[config.mk]
export PLATFORM = sky130hd
export DESIGN_NAME = pc_stage_vec_flat
export DESIGN_NICKNAME = d
export VERILOG_FILES = /design/src/rtl/pc_stage_if.sv /design/src/rtl/pc_stage_vec.sv /design/src/flat_wrapper.sv
export SDC_FILE = /design/constraint.sdc
export NUM_CORES = 1
export LEC_CHECK = 0
export ABC_AREA = 1
export CORE_MARGIN = 2
export CORE_UTILIZATION = 51
export DETAILED_ROUTE_END_ITERATION = 16
export PLACE_DENSITY = 0.9
export SYNTH_ARGS = -nofsm -noshare
export SYNTH_HDL_FRONTEND = slang
export SYNTH_SLANG_ARGS = --single-unit
[constraint.sdc]
create_clock -name clk -period 4.3 [get_ports clk]
set_clock_uncertainty 0.05 [all_clocks]
set_input_delay 0.86 -clock clk [delete_from_list [all_inputs] [get_ports clk]]
set_output_delay 0.86 -clock clk [all_outputs]
set_load 0.1 [all_outputs]
[src/rtl/pc_stage_if.sv]
// pc_stage_if: fetch-PC stage bus between CPU control, CSR block and the PC stage.
interface pc_stage_if #(
  parameter int ADR_W = 32,
  parameter int N_IRQ = 4,
  parameter int ID_W  = 4
);
  logic               cpu_start;
  logic               cpu_stat_pc;
  logic               stall;
  logic [ADR_W-3:0]   cpu_start_adr;
  logic               jmp_condition_ex;
  logic [ADR_W-3:0]   jmp_adr_ex;
  logic               cmd_mret_ex;
  logic               cmd_sret_ex;
  logic               ecall_condition_ex;
  logic               g_exception;
  logic               csr_mie;
  logic [N_IRQ-1:0]   csr_irq_en;
  logic [ADR_W-3:0]   csr_tvec_ex;
  logic               csr_tvec_mode;
  logic [ADR_W-3:0]   csr_mepc_ex;
  logic [ADR_W-3:0]   csr_sepc_ex;
  logic [N_IRQ-1:0]   irq_in;
  logic [ADR_W-3:0]   pc;
  logic [ADR_W-3:0]   pc_excep;
  logic [N_IRQ-1:0]   irq_pending;
  logic               intr_taken;
  logic [ID_W-1:0]    intr_id;
  modport master (
    output cpu_start, cpu_stat_pc, stall, cpu_start_adr, jmp_condition_ex, jmp_adr_ex,
           cmd_mret_ex, cmd_sret_ex, ecall_condition_ex, g_exception, csr_mie, csr_irq_en,
           csr_tvec_ex, csr_tvec_mode, csr_mepc_ex, csr_sepc_ex, irq_in,
    input  pc, pc_excep, irq_pending, intr_taken, intr_id
  );
  modport slave (
    input  cpu_start, cpu_stat_pc, stall, cpu_start_adr, jmp_condition_ex, jmp_adr_ex,
           cmd_mret_ex, cmd_sret_ex, ecall_condition_ex, g_exception, csr_mie, csr_irq_en,
           csr_tvec_ex, csr_tvec_mode, csr_mepc_ex, csr_sepc_ex, irq_in,
    output pc, pc_excep, irq_pending, intr_taken, intr_id
  );
endinterface

[src/rtl/pc_stage_vec.sv]
// pc_stage_vec: RV32I fetch-PC stage with edge-latched prioritised interrupts and vectored traps.
// Define PC_STAGE_IRQ_SYNC_EN to pass irq_in through a 2-flop synchroniser before edge detect.
module pc_stage_vec #(
  parameter int ADR_W = 32,
  parameter int N_IRQ = 4,
  parameter int ID_W  = 4
) (
  input logic          clk,
  input logic          rst,
  pc_stage_if.slave    bus
);
  localparam int PW = ADR_W - 2;
  logic             adv, start_f, exc, irq_take, take;
  logic [N_IRQ-1:0] irq_d, irq_prev, rise, irq_req, clr;
  logic [ID_W-1:0]  irq_sel;
  logic [PW-1:0]    pc_inc, pc_ecall, irq_vec, pc_nxt;
`ifdef PC_STAGE_IRQ_SYNC_EN
  logic [N_IRQ-1:0] sync_0, sync_1;
  always_ff @(posedge clk or posedge rst)
    if (rst) {sync_1, sync_0} <= '0;
    else     {sync_1, sync_0} <= {sync_0, bus.irq_in};
  assign irq_d = sync_1;
`else
  assign irq_d = bus.irq_in;
`endif
  assign adv      = bus.cpu_stat_pc & ~bus.stall;
  assign rise     = irq_d & ~irq_prev;
  assign irq_req  = bus.irq_pending & bus.csr_irq_en;
  assign irq_take = |irq_req & bus.csr_mie;
  assign exc      = bus.ecall_condition_ex | bus.g_exception;
  // start load and synchronous traps both outrank the interrupt, leaving it pending
  assign take     = adv & ~start_f & ~exc & irq_take;
  assign clr      = take ? N_IRQ'(1) << irq_sel : '0;
  assign pc_inc   = bus.pc + PW'(1);
  assign irq_vec  = bus.csr_tvec_mode ? bus.csr_tvec_ex + PW'(irq_sel) : bus.csr_tvec_ex;
  always_comb begin
    irq_sel = '0;
    for (int i = N_IRQ - 1; i >= 0; i--)
      if (irq_req[i]) irq_sel = ID_W'(i);
  end
  always_comb begin
    pc_nxt = start_f                ? bus.cpu_start_adr :
             exc                    ? bus.csr_tvec_ex   :
             irq_take               ? irq_vec           :
             bus.cmd_mret_ex        ? bus.csr_mepc_ex   :
             bus.cmd_sret_ex        ? bus.csr_sepc_ex   :
             bus.jmp_condition_ex   ? bus.jmp_adr_ex    : pc_inc;
    bus.pc_excep = (bus.ecall_condition_ex & ~irq_take) ? pc_ecall :
                   bus.g_exception                      ? bus.pc   :
                   bus.jmp_condition_ex                 ? bus.jmp_adr_ex : pc_inc;
  end
  always_ff @(posedge clk or posedge rst) begin
    if (rst) begin
      bus.pc          <= '0;
      bus.irq_pending <= '0;
      bus.intr_taken  <= 1'b0;
      bus.intr_id     <= '0;
      start_f         <= 1'b0;
      irq_prev        <= '0;
      pc_ecall        <= '0;
    end else begin
      irq_prev        <= irq_d;
      start_f         <= adv ? 1'b0 : (start_f | bus.cpu_start);
      bus.irq_pending <= (bus.irq_pending & ~clr) | (rise & bus.csr_irq_en);
      bus.intr_taken  <= take;
      if (take) bus.intr_id <= irq_sel;
      if (adv) bus.pc <= pc_nxt;
      if (adv & bus.ecall_condition_ex) pc_ecall <= pc_inc;
    end
  end
endmodule

[src/flat_wrapper.sv]
// flat-port wrapper written by rule: the top's interface ports become plain ports
module pc_stage_vec_flat 
#(
  parameter int ADR_W = 32,
  parameter int N_IRQ = 4,
  parameter int ID_W  = 4
)
  (clk, rst, bus_cpu_start, bus_cpu_stat_pc, bus_stall, bus_cpu_start_adr, bus_jmp_condition_ex, bus_jmp_adr_ex, bus_cmd_mret_ex, bus_cmd_sret_ex, bus_ecall_condition_ex, bus_g_exception, bus_csr_mie, bus_csr_irq_en, bus_csr_tvec_ex, bus_csr_tvec_mode, bus_csr_mepc_ex, bus_csr_sepc_ex, bus_irq_in, bus_pc, bus_pc_excep, bus_irq_pending, bus_intr_taken, bus_intr_id);
  pc_stage_if #(.ADR_W(ADR_W), .N_IRQ(N_IRQ), .ID_W(ID_W)) bus_i ();
  input logic clk;
  input logic rst;
  input wire logic [$bits(bus_i.cpu_start)-1:0] bus_cpu_start;
  input wire logic [$bits(bus_i.cpu_stat_pc)-1:0] bus_cpu_stat_pc;
  input wire logic [$bits(bus_i.stall)-1:0] bus_stall;
  input wire logic [$bits(bus_i.cpu_start_adr)-1:0] bus_cpu_start_adr;
  input wire logic [$bits(bus_i.jmp_condition_ex)-1:0] bus_jmp_condition_ex;
  input wire logic [$bits(bus_i.jmp_adr_ex)-1:0] bus_jmp_adr_ex;
  input wire logic [$bits(bus_i.cmd_mret_ex)-1:0] bus_cmd_mret_ex;
  input wire logic [$bits(bus_i.cmd_sret_ex)-1:0] bus_cmd_sret_ex;
  input wire logic [$bits(bus_i.ecall_condition_ex)-1:0] bus_ecall_condition_ex;
  input wire logic [$bits(bus_i.g_exception)-1:0] bus_g_exception;
  input wire logic [$bits(bus_i.csr_mie)-1:0] bus_csr_mie;
  input wire logic [$bits(bus_i.csr_irq_en)-1:0] bus_csr_irq_en;
  input wire logic [$bits(bus_i.csr_tvec_ex)-1:0] bus_csr_tvec_ex;
  input wire logic [$bits(bus_i.csr_tvec_mode)-1:0] bus_csr_tvec_mode;
  input wire logic [$bits(bus_i.csr_mepc_ex)-1:0] bus_csr_mepc_ex;
  input wire logic [$bits(bus_i.csr_sepc_ex)-1:0] bus_csr_sepc_ex;
  input wire logic [$bits(bus_i.irq_in)-1:0] bus_irq_in;
  output wire logic [$bits(bus_i.pc)-1:0] bus_pc;
  output wire logic [$bits(bus_i.pc_excep)-1:0] bus_pc_excep;
  output wire logic [$bits(bus_i.irq_pending)-1:0] bus_irq_pending;
  output wire logic [$bits(bus_i.intr_taken)-1:0] bus_intr_taken;
  output wire logic [$bits(bus_i.intr_id)-1:0] bus_intr_id;
  assign bus_i.cpu_start = bus_cpu_start;
  assign bus_i.cpu_stat_pc = bus_cpu_stat_pc;
  assign bus_i.stall = bus_stall;
  assign bus_i.cpu_start_adr = bus_cpu_start_adr;
  assign bus_i.jmp_condition_ex = bus_jmp_condition_ex;
  assign bus_i.jmp_adr_ex = bus_jmp_adr_ex;
  assign bus_i.cmd_mret_ex = bus_cmd_mret_ex;
  assign bus_i.cmd_sret_ex = bus_cmd_sret_ex;
  assign bus_i.ecall_condition_ex = bus_ecall_condition_ex;
  assign bus_i.g_exception = bus_g_exception;
  assign bus_i.csr_mie = bus_csr_mie;
  assign bus_i.csr_irq_en = bus_csr_irq_en;
  assign bus_i.csr_tvec_ex = bus_csr_tvec_ex;
  assign bus_i.csr_tvec_mode = bus_csr_tvec_mode;
  assign bus_i.csr_mepc_ex = bus_csr_mepc_ex;
  assign bus_i.csr_sepc_ex = bus_csr_sepc_ex;
  assign bus_i.irq_in = bus_irq_in;
  assign bus_pc = bus_i.pc;
  assign bus_pc_excep = bus_i.pc_excep;
  assign bus_irq_pending = bus_i.irq_pending;
  assign bus_intr_taken = bus_i.intr_taken;
  assign bus_intr_id = bus_i.intr_id;
  pc_stage_vec #(.ADR_W(ADR_W), .N_IRQ(N_IRQ), .ID_W(ID_W)) u_core (.clk(clk), .rst(rst), .bus(bus_i));
endmodule
==> results by group, run 1 <==
Outcome
  – Status: completed

Synth
  – Number of enable flip-flop cells after synthesis: 0
  – Largest cells by area after synthesis: dfrtp_1, nand2_1, a21oi_1
  – Synth Instances: 1211
  – Sequential area share after synthesis: 25.6%
  – Most common cell in the netlist: nand2_1
  – Post-synth ARST share: 100%
  – Synth unique cells: 41
  – Synth Cell Area: 7050 sq um
  – Post-synth top flop: dfrtp_1
  – Mean Syn Cell Area: 5.82 sq um
  – Cell taking the most area after synthesis: dfrtp_1
  – Yosys top cell area share: 25.6%
  – Synthesis-stage register bit count: 72
  – Synth Warn #: 0
  – Most frequent cells after synthesis: nand2_1, nor2_1, a21oi_1, inv_1, o21ai_0

Timing
  – Post-route setup slack: 269 ps
  – Max_slew headroom: 32.2%
  – RSZ-0062 raised after global routing: false
  – Worst hold slack: 447 ps
  – Period Utilization, post-route: 93.7%
  – Tmin final: 4030 ps
  – Max Slew Vio Count: 0
  – Fmax: 248 MHz
  – Hold Vio Cnt, Final: 0
  – Final Setup Violations: 0
  – Slew @ Worst Pin: 1010 ps

Critical path
  – Worst r2r path cells: 21
  – Flop-to-flop setup slack: 1620 ps
  – Critical path arrival: 3120 ps
  – CP Data Required Time: 3390 ps
  – Crit path launch type: input pin
  – Crit Reg-Reg Startpoint: u_core.bus.irq_pending[0]
  – Crit path capture type: output pin
  – R2R Path End: u_core.bus.pc[28]
  – Setup CP Type: input pin to output pin
  – CP max FO: 41

Place
  – GPL Wtd Cong: 1.02
  – Placed Cells: 1585
  – Final HPWL DP: 22900 um
  – PortBufs: 236
  – Pre-CTS WS: 381 ps

Power and ir drop
  – Overall power: 3.78 mW
  – Pwr dens: 369 nW/um^2
  – Reg power frac: 25.0%
  – Leakage: 4.57 nW
  – Worst VDD drop: 0.195 mV
  – Net Sw Power: 1.87 mW
  – Pint: 1.91 mW
  – Clock share of power: 20.6%
  – Combinational power share: 54.3%
  – Net Sw Frac: 49.4%

Drt
  – DR iter-0 viols: 1375
  – Detail-routed via count per cell: 5.91
  – Drc violations: 0
  – Final wirelength: 29800 um
  – TritonRoute pass-1 iters: 8
  – Total number of vias: 9460
  – Wire per inst: 18.6 um
  – Routed Antenna Nets: 0

Global route
  – Initial antenna violation count: 0
  – Total GRT Usage: 40.7%
  – Total grt overflow: 0
  – Gr busiest metal: met2
  – Met2 usage: 63.4%
  – Met3 global-route usage: 9.36%
  – Grt met1 use: 53.8%
  – Vias in the first global route: 8862
  – Global-route wire length before repair: 46900 um
  – Largest net degree at the start of global routing: 73

CTS
  – Resize count post-CTS: 0
  – Clock buffer count from CTS: 9
  – Clock Latency Late Sink: 350 ps
  – CTS tree: yes
  – Htree depth: 3
  – Setup bufs post-CTS: 0
  – Cts hold-fix bufs: 0
  – CTS max path bufs: 2
  – Worst-path clk slew: 60 ps
  – # clock sinks: 72
  – Root buf cell: clkbuf_16

Hold path
  – Worst Hold Class: register to register
  – Hold Startpoint: u_core.pc_ecall[5]
  – Hold depth: 2
  – Hold endpoint: u_core.pc_ecall[5]

Die
  – I/O pin cnt: 239
  – Row count: 42
  – Die area: 14800 sq um
  – Starting density of the core: 52.8%
  – Die boundary width: 122 um
  – Chip height: 122 um
  – Core area: 13300 sq um

Layout
  – Final core occ: 76.7%
  – Area delta synth->final: 45.2%
  – Nets: 1593
  – Layout Cells excl Fill: 1602
  – Share of cells above drive strength 1: 9.33%

Job
  – Max-Cap Viols: 0
[layout make-up]
cell class / count / area (sq um)
antenna: 1 / 2.50
clock buffer: 10 / 239
clock inverter: 6 / 67.6
fill: 1073 / 3110
inverter: 113 / 424
multi-input combinational: 969 / 4670
sequential: 72 / 1800
tap: 176 / 220
timing repair buffer: 255 / 2810
[worst max-delay path: stages]
cell and delay (ps):
clkdlybuf4s50_1 500, nand2_1 70, nand2_1 130, o21ai_2 90, inv_2 110, nor2_4 40
inv_2 500, o21ai_0 310, o22ai_2 260, buf_12 210
[placed cells by master, fill, tap and decap left out, drive strengths merged, types with 2 or more instances in the layout]
cell type	count
o21a	4
clkinv	6
conb	2
nand2	369
xor2	12
ha	3
nor3	15
a21o	2
clkdlybuf4s50	206
a21boi	2
nand3	83
o211ai	16
clkinvlp	2
or2	20
xnor2	3
a21oi	115
clkbuf	10
inv	110
dfrtp	72
nor2	161
buf	49
mux2i	2
o21ai	113
nand4	15
nand3b	4
a32o	4
o22ai	13
a31oi	10
[power groups by stage]
stage / registers (mW) / clock network, mW / logic (mW)
finish: 0.946 / 0.780 / 2.05
global route: 0.950 / 0.808 / 2.16
CTS: 0.933 / 0.777 / 2.03
detailed placement: 0.944 / 0 / 2.02
global placement: 0.939 / 0 / 1.99
floorplan: 1.26 / 0 / 0.965
[per-layer routing]
metal,part of all wire (%),routed length (um)
met3,12,3660
met1,38,11500
met5,0,0
met2,44,13200
met4,5.1,1520
[registers in the layout, summed over array words and instances, names as in the netlist]
signal,cells
u_core.irq_prev,4
u_core.bus.pc,30
u_core.bus.irq_pending,4
u_core.start_f,1
u_core.bus.intr_id,2
u_core.bus.intr_taken,1
u_core.pc_ecall,30
[cells by family (layout without fill, tap and decap cells)]
logic type | after synthesis | after routing | synth area share [%]
other | 1 | 3 | 0.0532
adder cells (fa/ha/maj) | 3 | 3 | 0.533
AO/OA/AOI/OAI | 280 | 280 | 21.6
XOR/XNOR | 15 | 15 | 1.86
flip-flops | 72 | 72 | 25.6
AND/OR/NAND/NOR | 667 | 667 | 40.8
buffers and inverters | 171 | 384 | 9.32
multiplexers | 2 | 2 | 0.284
[metrics by stage]
stage	TNS, ps	instance area, sq um
after floorplan	-2840	7130
after global placement	0	9930
after global routing	0	10200
after detailed placement	0	9930
final	0	10200
after CTS	0	10200
[how the worst max path moves through the flow]
| stage | to | slack, ps | cells after the start | from |
|---|---|---|---|---|
| final | bus_pc_excep[28] | 270 | 10 | bus_csr_irq_en[2] |
| after global routing | bus_pc_excep[4] | 170 | 10 | bus_csr_irq_en[2] |
| after detailed placement | bus_pc_excep[28] | 380 | 10 | bus_csr_irq_en[2] |
| after floorplan | bus_pc_excep[15] | -620 | 8 | u_core.bus.irq_pending[2] |
| after global placement | bus_pc_excep[11] | 530 | 10 | bus_csr_irq_en[2] |
| after CTS | bus_pc_excep[28] | 340 | 10 | bus_csr_irq_en[2] |
Note: power is estimated with default switching activity, not from simulation.
==> inputs of run 2 (changes only) <==
- CORE_MARGIN: 2 -> 1
- MAX_ROUTING_LAYER: not set -> met4
==> results by group, run 2 (synthesis gave the netlist of run 1 again) <==
Drt
  – Wire per inst: 18.8 um (was 18.6 um)
  – Final wirelength: 30200 um (was 29800 um)
  – Detail-routed via count per cell: 5.90 (was 5.91)
  – Routed Antenna Nets: 0 (unchanged)
  – Drc violations: 0 (unchanged)
  – TritonRoute pass-1 iters: 6 (was 8)
  – DR iter-0 viols: 1313 (was 1375)
  – Total number of vias: 9462 (was 9460)

Timing
  – Tmin final: 3950 ps (was 4030 ps)
  – Post-route setup slack: 353 ps (was 269 ps)
  – Hold Vio Cnt, Final: 0 (unchanged)
  – Fmax: 253 MHz (was 248 MHz)
  – Slew @ Worst Pin: 1010 ps (about the same)
  – Max Slew Vio Count: 0 (unchanged)
  – RSZ-0062 raised after global routing: false (unchanged)
  – Period Utilization, post-route: 91.8% (was 93.7%)
  – Final Setup Violations: 0 (unchanged)
  – Max_slew headroom: 32.2% (about the same)

Place
  – Pre-CTS WS: 376 ps (was 381 ps)
  – GPL Wtd Cong: 0.994 (was 1.02)
  – Final HPWL DP: 23400 um (was 22900 um)
  – PortBufs: 236 (unchanged)

Global route
  – Total grt overflow: 0 (unchanged)
  – Global-route wire length before repair: 46900 um (about the same)
  – Initial antenna violation count: 0 (unchanged)
  – Vias in the first global route: 8864 (was 8862)
  – Largest net degree at the start of global routing: 46 (was 73)
  – Total GRT Usage: 43.8% (was 40.7%)

CTS
  – Root buf cell: clkbuf_16 (unchanged)
  – # clock sinks: 72 (unchanged)
  – CTS max path bufs: 2 (unchanged)
  – Resize count post-CTS: 0 (unchanged)
  – Cts hold-fix bufs: 0 (unchanged)
  – Clock buffer count from CTS: 9 (unchanged)
  – Worst-path clk slew: 60 ps (about the same)
  – CTS tree: yes (unchanged)
  – Htree depth: 3 (unchanged)
  – Setup bufs post-CTS: 0 (unchanged)
  – Clock Latency Late Sink: 350 ps (about the same)

Die
  – Row count: 42 (unchanged)
  – Core area: 13300 sq um (unchanged)
  – Die boundary width: 120 um (was 122 um)
  – Chip height: 120 um (was 122 um)
  – Die area: 14300 sq um (was 14800 sq um)
  – Starting density of the core: 52.8% (unchanged)
  – I/O pin cnt: 239 (unchanged)

Hold path
  – Worst Hold Class: register to register (unchanged)

Layout
  – Area delta synth->final: 45.5% (was 45.2%)
  – Nets: 1595 (was 1593)
  – N_diodes: 0 (was 1)
  – Largest registers: u_core.bus.pc: 30 flops, u_core.pc_ecall: 30 flops (unchanged)
  – Final core occ: 76.8% (was 76.7%)
  – Share of cells above drive strength 1: 9.39% (was 9.33%)
  – Most frequent cells in the layout: nand2_1, clkdlybuf4s50_1, nor2_1 (unchanged)
  – Commonest non-fill, non-tap cell in the layout: nand2_1 (unchanged)
  – # fillers: 1054 (was 1073)

Critical path
  – Crit path launch type: input pin (unchanged)
  – CP max FO: 41 (unchanged)
  – Slowest stage delay, CP: 500 ps (about the same)
  – Setup CP Type: input pin to output pin (unchanged)
  – Slowest CP cell: clkdlybuf4s50_1 (unchanged)
  – Crit path capture type: output pin (unchanged)
  – Critical path arrival: 3040 ps (was 3120 ps)
  – CP Data Required Time: 3390 ps (about the same)
  – Critical path cell sequence: clkdlybuf4s50_1 -> nand2_1 -> nand2_1 -> o21ai_2 -> inv_2 -> nor2_4 -> inv_2 -> o21ai_0 -> o21ai_2 -> buf_12 (was clkdlybuf4s50_1 -> nand2_1 -> nand2_1 -> o21ai_2 -> inv_2 -> nor2_4 -> inv_2 -> o21ai_0 -> o22ai_2 -> buf_12)

Power and ir drop
  – Worst VDD drop: 0.211 mV (was 0.195 mV)
  – Overall power: 3.77 mW (was 3.78 mW)
  – Leakage: 4.58 nW (was 4.57 nW)
  – Pwr dens: 368 nW/um^2 (was 369 nW/um^2)

Outcome
  – Status: completed (unchanged)

Job
  – Max-Cap Viols: 0 (unchanged)
## run 2: per-layer routing
layer | global-route usage [%] | part of all wire [%] | vias to the layer above
met5 | - | 0 | -
met4 | 19.1 | 4.4 | 0
met3 | 10.4 | 13 | 119
met2 | 65.9 | 44 | 708
met1 | 56.1 | 39 | 4253
li1 | - | - | 4382
## run 2: critical path: cells and delay by family
kind,cells,cell delay (ps)
AO/OA/AOI/OAI,3,610
AND/OR/NAND/NOR,3,260
buffers and inverters,4,1300
## run 2: per-stage QoR
step,TNS (ps),cell area [sq um],cells,hold WS (ps)
after floorplan,-2840,7130,1212,400
after CTS,0,10300,1603,438
after detailed placement,0,9950,1587,423
after global placement,0,9950,1587,415
final,0,10300,1603,436
after global routing,0,10300,1603,464
## run 2: cell type report
cell class                 instances  area [sq um]  area share, %
multi-input combinational        969          4670           45.6
timing repair buffer             257          2830           27.6
sequential                        72          1800           17.6
inverter                         113           424           4.14
clock buffer                      11           243           2.37
tap                              176           220           2.15
clock inverter                     5          56.3          0.549
## run 2: worst paths after layout
| check | start | end | slack, ps | cells past startpoint |
|---|---|---|---|---|
| worst max-delay path | bus_csr_irq_en[2] | bus_pc_excep[19] | 350 | 10 |
| worst min-delay path | u_core.pc_ecall[7] | u_core.pc_ecall[7] | 440 | 2 |
| worst max register to register | u_core.bus.irq_pending[2] | u_core.bus.pc[16] | 1540 | 16 |
| worst min register to register | u_core.pc_ecall[7] | u_core.pc_ecall[7] | 440 | 2 |
| max in group asynchronous | rst | u_core.pc_ecall[16] | 2530 | 3 |
| min in group asynchronous | rst | u_core.pc_ecall[2] | 890 | 2 |
## run 2: where the power goes
part	internal [mW]	switching [mW]	leakage [nW]
registers	0.792	0.154	0.853
logic	0.657	1.41	3.58
clock network	0.464	0.296	0.145
total	1.91	1.86	4.58
